<file path="src/rtl/imm_decode_fifo_if.sv">
// Producer/consumer bundle for the immediate decoder: instruction push side and decoded-immediate pop side.
// Handshake: a beat transfers on a rising edge where valid && ready; valid never waits on ready.
interface imm_decode_fifo_if #(
  parameter int XLEN = 32
);
  logic            in_valid;
  logic            in_ready;
  logic [31:0]     in_instr;
  logic            out_valid;
  logic            out_ready;
  logic [XLEN-1:0] out_imm;
  logic [2:0]      out_fmt;
  logic            out_illegal;

  // master drives instructions and consumes results; slave is the decoder FIFO
  modport master (
    output in_valid, in_instr, out_ready,
    input  in_ready, out_valid, out_imm, out_fmt, out_illegal
  );

  modport slave (
    input  in_valid, in_instr, out_ready,
    output in_ready, out_valid, out_imm, out_fmt, out_illegal
  );
endinterface

</file>
<file path="src/rtl/imm_decode_fifo.sv">
// RISC-V immediate decoder (I, shift-I, S, B, U, J) feeding a DEPTH-entry FIFO.
// Decode happens on push; the head entry is presented registered, zeroed when the FIFO is empty.
module imm_decode_fifo #(
  parameter int XLEN  = 32,
  parameter int DEPTH = 2
) (
  input  logic                   clk,
  input  logic                   rst,
  input  logic                   flush,
  imm_decode_fifo_if.slave       bus,
  output logic [$clog2(DEPTH):0] count
);

  localparam int CW = $clog2(DEPTH) + 1;
  localparam int PW = (DEPTH > 1) ? $clog2(DEPTH) : 1;
  localparam logic [PW-1:0] LAST = PW'(DEPTH - 1);

  localparam logic [2:0] FMT_NONE  = 3'd0;
  localparam logic [2:0] FMT_I     = 3'd1;
  localparam logic [2:0] FMT_SHAMT = 3'd2;
  localparam logic [2:0] FMT_S     = 3'd3;
  localparam logic [2:0] FMT_B     = 3'd4;
  localparam logic [2:0] FMT_U     = 3'd5;
  localparam logic [2:0] FMT_J     = 3'd6;

  typedef struct packed {
    logic            illegal;
    logic [2:0]      fmt;
    logic [XLEN-1:0] imm;
  } entry_t;

  entry_t          mem [DEPTH];
  logic [PW-1:0]   wr_ptr;
  logic [PW-1:0]   rd_ptr;
  entry_t          dec;
  entry_t          head;
  logic [31:0]     instr;
  logic [5:0]      shamt;
  logic            push;
  logic            pop;

  function automatic logic [PW-1:0] ptr_next(input logic [PW-1:0] p);
    return (p == LAST) ? '0 : p + 1'b1;
  endfunction

  assign instr = bus.in_instr;
  // RV64 shifts take a 6-bit shamt; RV32 ignores instr[25]
  assign shamt = {(XLEN == 64) & instr[25], instr[24:20]};

  always_comb begin
    dec.imm     = '0;
    dec.fmt     = FMT_NONE;
    dec.illegal = 1'b0;
    if (instr[1:0] != 2'b11) begin
      dec.illegal = 1'b1;
    end else begin
      case (instr[6:0])
        7'b0000011, 7'b1100111, 7'b1110011: begin
          dec.fmt = FMT_I;
          dec.imm = XLEN'($signed(instr[31:20]));
        end
        7'b0010011: begin
          if (instr[13:12] == 2'b01) begin
            dec.fmt = FMT_SHAMT;
            dec.imm = XLEN'(shamt);
          end else begin
            dec.fmt = FMT_I;
            dec.imm = XLEN'($signed(instr[31:20]));
          end
        end
        7'b0100011: begin
          dec.fmt = FMT_S;
          dec.imm = XLEN'($signed({instr[31:25], instr[11:7]}));
        end
        7'b1100011: begin
          dec.fmt = FMT_B;
          dec.imm = XLEN'($signed({instr[31], instr[7], instr[30:25], instr[11:8], 1'b0}));
        end
        7'b0110111, 7'b0010111: begin
          dec.fmt = FMT_U;
          dec.imm = XLEN'($signed({instr[31:12], 12'b0}));
        end
        7'b1101111: begin
          dec.fmt = FMT_J;
          dec.imm = XLEN'($signed({instr[31], instr[19:12], instr[20], instr[30:21], 1'b0}));
        end
        7'b0110011: begin
          dec.fmt = FMT_NONE;
        end
        default: begin
          dec.illegal = 1'b1;
        end
      endcase
    end
  end

  // in_ready depends only on occupancy and reset, never on out_ready
  assign bus.in_ready  = (count < CW'(DEPTH)) && !rst;
  assign bus.out_valid = (count != '0);
  assign push          = bus.in_valid && bus.in_ready;
  assign pop           = bus.out_valid && bus.out_ready;

  assign head            = bus.out_valid ? mem[rd_ptr] : '0;
  assign bus.out_imm     = head.imm;
  assign bus.out_fmt     = head.fmt;
  assign bus.out_illegal = head.illegal;

  always_ff @(posedge clk) begin
    if (rst || flush) begin
      wr_ptr <= '0;
      rd_ptr <= '0;
      count  <= '0;
    end else begin
      if (push) begin
        mem[wr_ptr] <= dec;
        wr_ptr      <= ptr_next(wr_ptr);
      end
      if (pop) begin
        rd_ptr <= ptr_next(rd_ptr);
      end
      case ({push, pop})
        2'b10:   count <= count + 1'b1;
        2'b01:   count <= count - 1'b1;
        default: count <= count;
      endcase
    end
  end

endmodule

</file>
<file path="src/flat_wrapper.sv">
// flat-port wrapper written by rule: the top's interface ports become plain ports
module imm_decode_fifo_flat 
#(
  parameter int XLEN  = 32,
  parameter int DEPTH = 2
)
  (clk, rst, flush, count, bus_in_valid, bus_in_instr, bus_out_ready, bus_in_ready, bus_out_valid, bus_out_imm, bus_out_fmt, bus_out_illegal);
  imm_decode_fifo_if #(.XLEN(XLEN)) bus_i ();
  input  logic clk;
  input  logic rst;
  input  logic flush;
  output logic [$clog2(DEPTH):0] count;
  input wire logic [$bits(bus_i.in_valid)-1:0] bus_in_valid;
  input wire logic [$bits(bus_i.in_instr)-1:0] bus_in_instr;
  input wire logic [$bits(bus_i.out_ready)-1:0] bus_out_ready;
  output wire logic [$bits(bus_i.in_ready)-1:0] bus_in_ready;
  output wire logic [$bits(bus_i.out_valid)-1:0] bus_out_valid;
  output wire logic [$bits(bus_i.out_imm)-1:0] bus_out_imm;
  output wire logic [$bits(bus_i.out_fmt)-1:0] bus_out_fmt;
  output wire logic [$bits(bus_i.out_illegal)-1:0] bus_out_illegal;
  assign bus_i.in_valid = bus_in_valid;
  assign bus_i.in_instr = bus_in_instr;
  assign bus_i.out_ready = bus_out_ready;
  assign bus_in_ready = bus_i.in_ready;
  assign bus_out_valid = bus_i.out_valid;
  assign bus_out_imm = bus_i.out_imm;
  assign bus_out_fmt = bus_i.out_fmt;
  assign bus_out_illegal = bus_i.out_illegal;
  imm_decode_fifo #(.XLEN(XLEN), .DEPTH(DEPTH)) u_core (.clk(clk), .rst(rst), .flush(flush), .bus(bus_i), .count(count));
endmodule
</file>
<file path="config.mk">
export PLATFORM = sky130hd
export DESIGN_NAME = imm_decode_fifo_flat
export DESIGN_NICKNAME = d
export VERILOG_FILES = /design/src/rtl/imm_decode_fifo_if.sv /design/src/rtl/imm_decode_fifo.sv /design/src/flat_wrapper.sv
export SDC_FILE = /design/constraint.sdc
export NUM_CORES = 1
export LEC_CHECK = 0
export ABC_AREA = 1
export BUFFER_PORTS_ARGS = -buffer_cell sky130_fd_sc_hd__buf_2
export CAP_MARGIN = 40
export CORE_MARGIN = 4
export CORE_UTILIZATION = 55
export CTS_CLUSTER_SIZE = 12
export DETAILED_ROUTE_END_ITERATION = 6
export GPL_ROUTABILITY_DRIVEN = 0
export PLACE_DENSITY = 0.81
export SLEW_MARGIN = 0
export SYNTH_ARGS = -nofsm -noshare
export SYNTH_HDL_FRONTEND = slang
export SYNTH_SLANG_ARGS = --single-unit
</file>
<file path="constraint.sdc">
create_clock -name clk -period 9.6 [get_ports clk]
set_input_delay 1.44 -clock clk [delete_from_list [all_inputs] [get_ports clk]]
set_output_delay 1.44 -clock clk [all_outputs]
set_load 0.02 [all_outputs]
</file>
==> summary.txt <==
Status
  • Status: completed

Critical path
  • Crit path kind: reg2out
  • CP Capture Type: output pin
  • Slowest-stage cell, CP: nor2_2
  • CP Cell Sequence: nor2_2 > buf_4 > a21oi_1 > buf_2
  • Worst Path Max Fanout: 19
  • Worst Setup EP: bus_out_imm[24]
  • Critical path's largest stage delay: 0.63 ns
  • Critical R2R Launch: u_core.count[1]$_SDFFE_PP0P_
  • R2r setup slk: slightly above 7 ns
  • Reg2reg path depth: 8
  • Worst r2r dst: u_core.count[0]$_SDFFE_PP0P_
  • Worst path required time: 8.16 ns
  • Worst Setup Start Kind: flip-flop
  • WP data arrival: between 1.5 and 2 ns
  • Critical path startpoint: u_core.count[1]$_SDFFE_PP0P_

Clock network
  • Worst skew pair latency: about 0.34 ns
  • Clock slew at reported path FFs: 0.08 ns
  • H-tree depth: 3
  • Number of CTS-inserted buffers: 9
  • Clock root buffer: clkbuf_8
  • Longest Clk Path Bufs: 2
  • CTS tree: done
  • Post-CTS resize count: 0
  • Hold buffers post-CTS: 0
  • Post-CTS Setup Bufs: 0
  • Clk sinks: 77

Floorplan
  • Core outline area: approximately 6300 sq um
  • Die H: 88.3 microns
  • Chip Width: 88.3 microns
  • # IOs: 77
  • Row count: 29
  • DIE AREA: 7800 sq um
  • Initial core utilization: 56.2%

Route
  • Total number of vias: 2,817
  • Drt pass-1 iters: 5
  • DRC violations left: 0
  • Final WL: 7950 microns
  • WL per Instance: 15.5 microns
  • Vias per inst: 5.48
  • Metal3 WL: roughly 630 microns
  • Post-route ant nets: 0
  • Max layer used: met4
  • Initial DRC count: 241
  • Metal1 wirelength: 3210 microns
  • Met2 Wirelength: ~4000 microns

GRT
  • Vias in the first global route: 2,651
  • Total track usage: 21.1%
  • Initial antenna violation count: 0
  • Largest net degree at the start of global routing: 37
  • Residual overflow from global routing: 0
  • First-pass GRT wire length: 12,400 microns

Timing
  • Unrepaired setup endpoints after global routing: no
  • Crit share post-route: a little over a third
  • Worst-Margin Slew: 0.833 ns
  • Minimum clock period: 3.43 ns
  • Setup violators final: 0
  • Final Max Slew Viols: 0
  • Clock Skew: 0.00846 ns
  • Fin Setup TNS: 0 ns
  • Hold Violations, Final: 0
  • Rel. slew slack: 44.2%
  • Peak Freq: ~300 MHz

Layout
  • Fillers: around 500
  • Multi-input gate area: 1130 sq um
  • N_diodes: 0
  • Share of layout cells above drive strength 1: 26.3%
  • Final core utilization: 66.9%
  • Sequential cell area: 2260 sq um
  • Syn-to-layout area delta: 19.0%
  • Nets@finish: 470

Power and ir drop
  • Peak VDD IR: 0.0999 mV
  • Power Dens Cells: 160 nW/um^2
  • Leak Pwr: about 1.9 nW

Worst hold path
  • Hold Crit Class: reg2reg
  • Min-delay src: u_core.rd_ptr$_SDFFE_PP0P_

Yosys
  • Most common cell in the netlist: nand2_1
  • Yosys reg bits: 77
  • Ys async rst share: 0%
  • Sequential fraction of the synthesis area: 63.7%
  • Post-synth EDFFs: 72
  • Net count after synthesis: between 300 and 400
  • Netlist Area Pre-Place: 3550 sq um
  • Syn_area_per_cell: ~10 sq um
  • Largest cells by area after synthesis: edfxtp_1 61%, nand2_1 12%, a21oi_1 5.8%, nand3_1 5.1%, dfxtp_1 2.8%
  • Netlist cell types: 29
  • Post-Syn Instances: 355
  • Most frequent cells after synthesis: 115 x nand2_1, 72 x edfxtp_1, 41 x a21oi_1, 36 x nand3_1, 19 x nor2_1
  • Yosys warns: 0
  • Leading area contributor after synthesis: edfxtp_1
  • Top cell type's share of synthesized area: 60.9%
  • Ys flop type: edfxtp_1

Place
  • HPWL after detailed placement: roughly 5500 microns
  • PortBufs: 76

Run
  • Max cap viols: 0
==> critical path, delay by kind of cell (launching register included) <==
family | cells | cell delay [ns]
buf+inv | 2 | 0.55
flops | 1 | 0.35
compound gates | 1 | 0.11
simple gates | 1 | 0.63
==> cells in the final DEF (no fill, tap or decap), drive strengths merged, types with 2 or more instances in the layout <==
master  netlist  final
nand3b        2      2
nor2         23     23
edfxtp       72     72
buf           8     81
nand2       120    120
nor3          3      3
clkinv        1      4
a21oi        41     41
inv          20     21
bufinv        0      2
nand3        42     42
dfxtp         5      5
clkbuf        7      9
nand4         2      2
o21ai         3      3
==> final cells by class <==
cell class                      count  area share [%]
Sequential cell                    77            53.6
Multi-Input combinational cell    242            26.9
Timing Repair Buffer               81            10.4
Clock buffer                        9            2.93
Tap cell                           77            2.28
Clock inverter                      7            2.10
Inverter                           21            1.87
==> how the worst min path moves through the flow <==
stage               cells after the start  slack [ns]                         end
floorplan                               1        0.43                   flip-flop
global placement                        1        0.44                   flip-flop
detailed placement                      1        0.46                   flip-flop
CTS                                     1        0.48  u_core.rd_ptr$_SDFFE_PP0P_
global route                            1        0.50                   flip-flop
finish                                  1        0.48  u_core.rd_ptr$_SDFFE_PP0P_
==> cell families after synthesis <==
group	share of synthesized area, %
simple gates	24.7
flops	63.7
compound gates	6.63
buf+inv	4.58
fa+ha+maj	0.352
==> metrics by stage <==
| step | hold WS (ns) | area (sq um) | setup slack (ns) | std cells | total power, mW |
|---|---|---|---|---|---|
| 2_1_floorplan | 0.431 | 3550 | 4.68 | 355 | 0.402 |
| 3_3_place_gp | 0.444 | 3980 | 6.34 | 497 | 0.419 |
| 3_5_place_dp | 0.459 | 4010 | 6.33 | 498 | 0.421 |
| 4_1_cts | 0.475 | 4220 | 6.12 | 514 | 0.677 |
| 5_1_grt | 0.502 | 4220 | 6.00 | 514 | 0.695 |
| 6_report | 0.480 | 4220 | 6.17 | 514 | 0.675 |
==> registers in the layout (all words and copies together) (netlist names), named ones only <==
signal / flops
u_core.mem: 72
u_core.count: 2
u_core.rd_ptr: 1
u_core.wr_ptr: 1
==> report_power, final <==
part | switching [mW] | internal [mW] | total [mW]
clock network | 0.116 | 0.145 | 0.261
logic | 0.0297 | 0.0141 | 0.0438
registers | 0.00129 | 0.369 | 0.370
total | 0.147 | 0.528 | 0.675
==> metal layers <==
layer / vias to the layer above / global-route usage, %
li1: 1372 / -
met5: - / 0
met3: 13 / 3.54
met1: 1314 / 27.7
met4: 0 / 9.07
met2: 118 / 34.9
No activity file was read; power rests on OpenSTA's default activity.
